===== src/rtl/btn_debounce.sv =====
// btn_debounce: button conditioning front end.
// Each raw button passes through a two-flop synchroniser and then a per-button
// debounce FSM (LOW / CHK_HIGH / HIGH / CHK_LOW) with a stability counter.
// The outputs are a clean registered level plus one-cycle press and release pulses.
// Optional feature: define BTN_DEBOUNCE_REPEAT_EN to build per-button hold counters
// that add auto-repeat pulses to btn_press while a button stays pressed.
module btn_debounce #(
  parameter int N               = 3,
  parameter int DEBOUNCE_CYCLES = 500000,
  parameter int REPEAT_DELAY    = 50000000,
  parameter int REPEAT_PERIOD   = 10000000
) (
  input  logic         clk,
  input  logic         rst,
  input  logic [N-1:0] btn,
  output logic [N-1:0] btn_level,
  output logic [N-1:0] btn_press,
  output logic [N-1:0] btn_release
);

  // Stability counter only has to reach DEBOUNCE_CYCLES-1, so $clog2 bits suffice.
  localparam int CNT_W = (DEBOUNCE_CYCLES > 1) ? $clog2(DEBOUNCE_CYCLES) : 1;
  localparam logic [CNT_W-1:0] CNT_LAST = CNT_W'(DEBOUNCE_CYCLES - 1);
  localparam logic [CNT_W-1:0] CNT_ONE  = CNT_W'(1);

  // A single check state needs at least two samples to mean anything.
  if (DEBOUNCE_CYCLES < 2 || REPEAT_DELAY < 1 || REPEAT_PERIOD < 1) begin : g_bad_params
    $error("btn_debounce: DEBOUNCE_CYCLES must be >= 2 and repeat timings >= 1");
  end

  typedef enum logic [1:0] {
    ST_LOW      = 2'd0,
    ST_CHK_HIGH = 2'd1,
    ST_HIGH     = 2'd2,
    ST_CHK_LOW  = 2'd3
  } state_t;

  logic [N-1:0]     s1;
  logic [N-1:0]     s2;
  state_t           state     [N];
  state_t           state_nxt [N];
  logic [CNT_W-1:0] cnt       [N];
  logic [CNT_W-1:0] cnt_nxt   [N];
  logic [N-1:0]     level_nxt;
  logic [N-1:0]     rise_nxt;
  logic [N-1:0]     fall_nxt;
  logic [N-1:0]     rep_fire;

  // Two-flop synchroniser, nothing between the flops; s2 is the usable sample.
  always_ff @(posedge clk or posedge rst) begin
    if (rst) begin
      s1 <= '0;
      s2 <= '0;
    end else begin
      s1 <= btn;
      s2 <= s1;
    end
  end

  // FSM state and stability counter registers; reset discards any pending change.
  always_ff @(posedge clk or posedge rst) begin
    if (rst) begin
      for (int i = 0; i < N; i++) begin
        state[i] <= ST_LOW;
        cnt[i]   <= '0;
      end
    end else begin
      for (int i = 0; i < N; i++) begin
        state[i] <= state_nxt[i];
        cnt[i]   <= cnt_nxt[i];
      end
    end
  end

  // Next-state logic: any sample disagreeing with the candidate level restarts the check.
  always_comb begin
    for (int i = 0; i < N; i++) begin
      state_nxt[i] = state[i];
      cnt_nxt[i]   = cnt[i];
      case (state[i])
        ST_LOW: begin
          if (s2[i]) begin
            state_nxt[i] = ST_CHK_HIGH;
            cnt_nxt[i]   = CNT_ONE;
          end else begin
            cnt_nxt[i]   = '0;
          end
        end
        ST_CHK_HIGH: begin
          if (!s2[i]) begin
            state_nxt[i] = ST_LOW;
            cnt_nxt[i]   = '0;
          end else if (cnt[i] == CNT_LAST) begin
            state_nxt[i] = ST_HIGH;
            cnt_nxt[i]   = '0;
          end else begin
            cnt_nxt[i]   = cnt[i] + CNT_ONE;
          end
        end
        ST_HIGH: begin
          if (!s2[i]) begin
            state_nxt[i] = ST_CHK_LOW;
            cnt_nxt[i]   = CNT_ONE;
          end else begin
            cnt_nxt[i]   = '0;
          end
        end
        ST_CHK_LOW: begin
          if (s2[i]) begin
            state_nxt[i] = ST_HIGH;
            cnt_nxt[i]   = '0;
          end else if (cnt[i] == CNT_LAST) begin
            state_nxt[i] = ST_LOW;
            cnt_nxt[i]   = '0;
          end else begin
            cnt_nxt[i]   = cnt[i] + CNT_ONE;
          end
        end
        default: begin
          state_nxt[i] = ST_LOW;
          cnt_nxt[i]   = '0;
        end
      endcase
    end
  end

  // Output decode from the next state so level and its edge pulses register together.
  always_comb begin
    for (int i = 0; i < N; i++) begin
      level_nxt[i] = (state_nxt[i] == ST_HIGH) || (state_nxt[i] == ST_CHK_LOW);
    end
    rise_nxt = level_nxt & ~btn_level;
    fall_nxt = ~level_nxt & btn_level;
  end

`ifdef BTN_DEBOUNCE_REPEAT_EN
  localparam int REP_MAX = (REPEAT_DELAY > REPEAT_PERIOD) ? REPEAT_DELAY : REPEAT_PERIOD;
  localparam int REP_W   = (REP_MAX > 1) ? $clog2(REP_MAX) : 1;
  localparam logic [REP_W-1:0] DELAY_LAST  = REP_W'(REPEAT_DELAY - 1);
  localparam logic [REP_W-1:0] PERIOD_LAST = REP_W'(REPEAT_PERIOD - 1);
  localparam logic [REP_W-1:0] REP_ONE     = REP_W'(1);

  logic [REP_W-1:0] hold_cnt     [N];
  logic [REP_W-1:0] hold_cnt_nxt [N];
  logic [N-1:0]     hold_rep;
  logic [N-1:0]     hold_rep_nxt;

  // Hold timing: first wait REPEAT_DELAY after the press, then fire every REPEAT_PERIOD.
  always_comb begin
    for (int i = 0; i < N; i++) begin
      hold_cnt_nxt[i] = hold_cnt[i];
      hold_rep_nxt[i] = hold_rep[i];
      rep_fire[i]     = 1'b0;
      if (!level_nxt[i]) begin
        // Off the HIGH side (including the release edge): no repeats, stay cleared.
        hold_cnt_nxt[i] = '0;
        hold_rep_nxt[i] = 1'b0;
      end else if (!btn_level[i]) begin
        // Entry to HIGH: the initial press pulse is cycle zero of the hold.
        hold_cnt_nxt[i] = '0;
        hold_rep_nxt[i] = 1'b0;
      end else if (!hold_rep[i]) begin
        if (hold_cnt[i] == DELAY_LAST) begin
          rep_fire[i]     = 1'b1;
          hold_cnt_nxt[i] = '0;
          hold_rep_nxt[i] = 1'b1;
        end else begin
          hold_cnt_nxt[i] = hold_cnt[i] + REP_ONE;
        end
      end else begin
        if (hold_cnt[i] == PERIOD_LAST) begin
          rep_fire[i]     = 1'b1;
          hold_cnt_nxt[i] = '0;
        end else begin
          hold_cnt_nxt[i] = hold_cnt[i] + REP_ONE;
        end
      end
    end
  end

  // Hold counter registers.
  always_ff @(posedge clk or posedge rst) begin
    if (rst) begin
      for (int i = 0; i < N; i++) begin
        hold_cnt[i] <= '0;
      end
      hold_rep <= '0;
    end else begin
      for (int i = 0; i < N; i++) begin
        hold_cnt[i] <= hold_cnt_nxt[i];
      end
      hold_rep <= hold_rep_nxt;
    end
  end
`else
  assign rep_fire = '0;
`endif

  // Registered outputs: level plus one-cycle pulses coincident with its change.
  always_ff @(posedge clk or posedge rst) begin
    if (rst) begin
      btn_level   <= '0;
      btn_press   <= '0;
      btn_release <= '0;
    end else begin
      btn_level   <= level_nxt;
      btn_press   <= rise_nxt | rep_fire;
      btn_release <= fall_nxt;
    end
  end

endmodule


===== config.mk =====
export PLATFORM = sky130hd
export DESIGN_NAME = btn_debounce
export DESIGN_NICKNAME = d
export VERILOG_FILES = /design/src/rtl/btn_debounce.sv
export SDC_FILE = /design/constraint.sdc
export NUM_CORES = 1
export LEC_CHECK = 0
export CORE_MARGIN = 3
export CORE_UTILIZATION = 37
export CTS_CLUSTER_SIZE = 28
export DETAILED_ROUTE_END_ITERATION = 10
export SLEW_MARGIN = 10
export SYNTH_ARGS = -nofsm -noshare
export SYNTH_HDL_FRONTEND = slang
export SYNTH_SLANG_ARGS = --single-unit

===== constraint.sdc =====
create_clock -name clk -period 3.4 [get_ports clk]
set_input_delay 0.68 -clock clk [delete_from_list [all_inputs] [get_ports clk]]
set_output_delay 0.68 -clock clk [all_outputs]
set_load 0.02 [all_outputs]

* Word-level counts from Yosys, hierarchy flattened
Cells that the tools add are included.
** Cells by class
- Add/subtract/negate cells :: 3
- Muxes and demuxes :: 39
- Reduce and logical (&&, ||, !) cells :: 6
- Bitwise operators :: 4
- Equality and inequality tests :: 18
** Operator list (count)
- 19-bit one-hot mux with 4 select lines :: 3
- 19-bit two-way mux :: 9
- 19-bit by 1-bit adder with 19-bit output, second input constant :: 3
- 19-bit == test, second input constant :: 3
- 2-bit two-way mux :: 18
- 2-bit == test, second input constant :: 12
- 2-bit one-hot mux with 4 select lines :: 3
- 3-bit AND :: 2
- 2-bit by 1-bit == test with 1-bit output, second input constant :: 3
- 2-bit zero test :: 3
- 1-bit two-way mux :: 6
- 3-bit inverter :: 2
- 1-bit logical OR :: 3
** Word-level totals
- Output and inout bits :: 9
- Logic and storage cells :: 81
- Input port bits :: 5
- Register bits :: 78

* Logic depth before layout (Yosys ltp)
- Depth in word-level cells :: 8
- Mapped depth :: 7
- Mapped depth without buffers :: 5

* Worst setup path after synthesis
Ideal clock, no wire load.
- Path kind :: reg2reg
- From :: register cnt[0] in the netlist's numbering
- To :: register cnt[18] in the netlist's numbering
- Path slack :: 1530 ps
- Path buffers :: 0
- Library setup time :: 77 ps
- Data required time :: 3323 ps
- Cell stages (with the launch flop) :: 6
- Arrival :: 1793 ps
- Clock period less this slack :: 1870 ps
- Path through :: dfrtp_1 ha_1 nand4_1 or3_1 or4_1 a21oi_1
** RTL lines
- start, declared :: RTL line 42 : logic [CNT_W-1:0] cnt [N];
- start signal, assigned by index :: RTL line 70 : cnt[i] <= cnt_nxt[i];

==> qor.yml <==
status: "complete, no violations"
portBuffers: 13
grt_max_degree: 77
hold_viol: 0
drt-total-wl_um: 6248
drt_iter0_markers: 84
drv_cap: 0
core_um2: 9240
fin_hold_ws_ns: 0.3506
std_cell_rows: 35
crit_fanout: 18
crit_type: "reg -> reg"
final_common_cell: "dfrtp_1"
synth-edff-count: 0
period_share: 0.6510
hold_path_class: "reg -> reg"
numClockSinks: 76
cts_max_path_buffers: 2
synthArstFlopShare: 1.000
leakage_nw: 1.552
h-tree-depth: 3
antennaDiodeCount: 0
dieArea_um2: 10750
place_hpwl_um: 4185
cp-end-kind: "register"
switching_share: 0.2172
crit_required_ns: 3.60
drt_pre_antenna_iters: 4
gp_congestion: 0.8358
arrival_ns: 2.41
io_pins: 14
die_x_um: 103.7
r2r_setup_slack_ns: 1.19
avgSynthCellArea_um2: 10.20
final_cells: 497
cts_tree: "done"
min_period_ns: 2.213
fin_util: 0.4329
yosysSeqAreaShare: 0.5388
setup-tns-final_ns: 0
vdd_ir_drop_max_mv: 0.2397
worst_pin_slew_ns: 0.6200
skew_ns: 0.007754
syn_nets: 354
clk_latency_ns: 0.34
area_delta_synth_final_pct: 13.33
rsz0062_at_grt: "false"
setup_viol: 0
post_drt_wl_per_cell_um: 12.57
power.internal_mw: 1.303
ys_ff_latch: 76
syn_area_um2: 3530
holdCritStartpoint: "s1[2]$_DFF_PP0_"
grtUsageTotal: 0.1262
synth.distinct_cells: 42
path_clk_slew_ns: 0.08
switchingPower_mw: 0.3616
powerDensity_nw_per_um2: 416.3
start_util: 0.3820
die_h_um: 103.7
drc_errors: 0
holdPathStages: 0
nNetsFinal: 372
n_fill_cell: 906
cts_buffers: 9
vias: 2504
relSlewSlack: 0.5858
vias_per_cell: 5.038
p_comb_frac: 0.031
syn_inst: 346
ys.flop_type: "dfrtp_1"
finalMaxSlewViolations: 0
cts-root-buf: "clkbuf_8"
worstHoldEndpoint: "s2[2]$_DFF_PP0_"
clockPowerShare: 0.415
r2r-start: "cnt[0]$_DFF_PP0_"
drt.antenna.violating_nets: 0
drive_above_1_share: 0.08967
antenna_found_initial: 0
cts_resized: 0
fmax_ghz: 0.4518
grt_pass1_wl_um: 11360
overflow: 0
reg2reg_depth: 5
rr_endpoint: "cnt[10]$_DFF_PP0_"
dpl.cell_count: 482
worstSetupStartpointType: "register"
ctsHoldBuffers: 0
yosysWarningCount: 0
cts_setup_buffers: 0
grt_pass1_vias: 2515
seqPwrFrac: 0.554
layout_common_cells: "dfrtp_1 (76), nor2_1 (45), xnor2_1 (24), nand3_1 (23), nand2_1 (17)"
## layout make-up
class	instances	area (um^2)	area share
clock buffer	11	151.4	0.03785
sequential	76	1902	0.4754
inverter	15	56.30	0.01408
clock inverter	4	48.80	0.01220
timing repair buffer	15	157.7	0.03941
tap	129	161.4	0.04035
multi-input combinational	247	1523	0.3807
## registers in the layout (all words and copies together) (netlist names)
register	count
state	5
s2	3
btn_press	3
s1	3
btn_release	3
btn_level	2
cnt	57
## cell families (layout without fill, tap and decap cells)
logic type	Yosys count	count (layout)	synth area share
AND/OR/NAND/NOR	164	164	0.2517
flip-flops	76	76	0.5388
AO/OA/AOI/OAI	40	40	0.06842
XOR/XNOR	38	38	0.09429
buffers and inverters	23	45	0.02977
adder cells (fa/ha/maj)	3	3	0.01064
multiplexers	2	2	0.006380
## through the flow
step | setup WS, ns | power, mW | area [um^2]
floorplan | 0.7817 | 0.9749 | 3530
global placement | 1.220 | 0.9935 | 3800
detailed placement | 1.189 | 0.9941 | 3800
CTS | 1.139 | 1.695 | 4000
global route | 0.9067 | 1.738 | 4000
finish | 1.187 | 1.665 | 4000
## power groups by stage
stage	Sequential, mW	Combinational, mW	Clock [mW]
after floorplan	0.938	0.0368	0
after global placement	0.940	0.0534	0
after detailed placement	0.940	0.0536	0
after CTS	0.923	0.0540	0.718
after global routing	0.924	0.0607	0.753
final	0.923	0.0513	0.691
## how the worst max path moves through the flow
stage	start	end	slack, ns	depth (start not counted)
global route	cnt[0]$_DFF_PP0_	cnt[10]$_DFF_PP0_	0.91	5
global placement	cnt[0]$_DFF_PP0_	cnt[10]$_DFF_PP0_	1.22	5
floorplan	rst	btn_level[1]$_DFF_PP0_	0.78	1
detailed placement	cnt[0]$_DFF_PP0_	cnt[6]$_DFF_PP0_	1.19	5
finish	cnt[0]$_DFF_PP0_	cnt[10]$_DFF_PP0_	1.19	5
CTS	cnt[0]$_DFF_PP0_	cnt[10]$_DFF_PP0_	1.14	5
## per-layer routing
layer | up-vias | track usage | share of wire
met2 | 36 | 0.2037 | 0.46
met1 | 1208 | 0.1665 | 0.50
li1 | 1252 | - | -
met5 | - | 0 | 0
met3 | 8 | 0.03427 | 0.030
met4 | 0 | 0.03894 | 0.012
## Yosys cell counts (all sizes together), types with 10 or more instances
cell,n,area [um^2]
dfrtp,76,1902
nor2,45,168.9
nand3,24,125.1
xnor2,24,210.2
nand2,17,63.81
a21oi,16,83.83
inv,15,56.30
xor2,14,122.6
or3,12,77.57
nand4,11,75.07
nor4,11,68.82
o21ai,10,50.05
## worst max-delay path, cell delays in order (launching register included)
cell and delay (ns):
dfrtp_1 0.40, ha_1 0.25, nand4_1 0.23, nor4_1 0.49, a211o_1 0.58, nor2_1 0.12
Power figures use the tool's default switching activity.
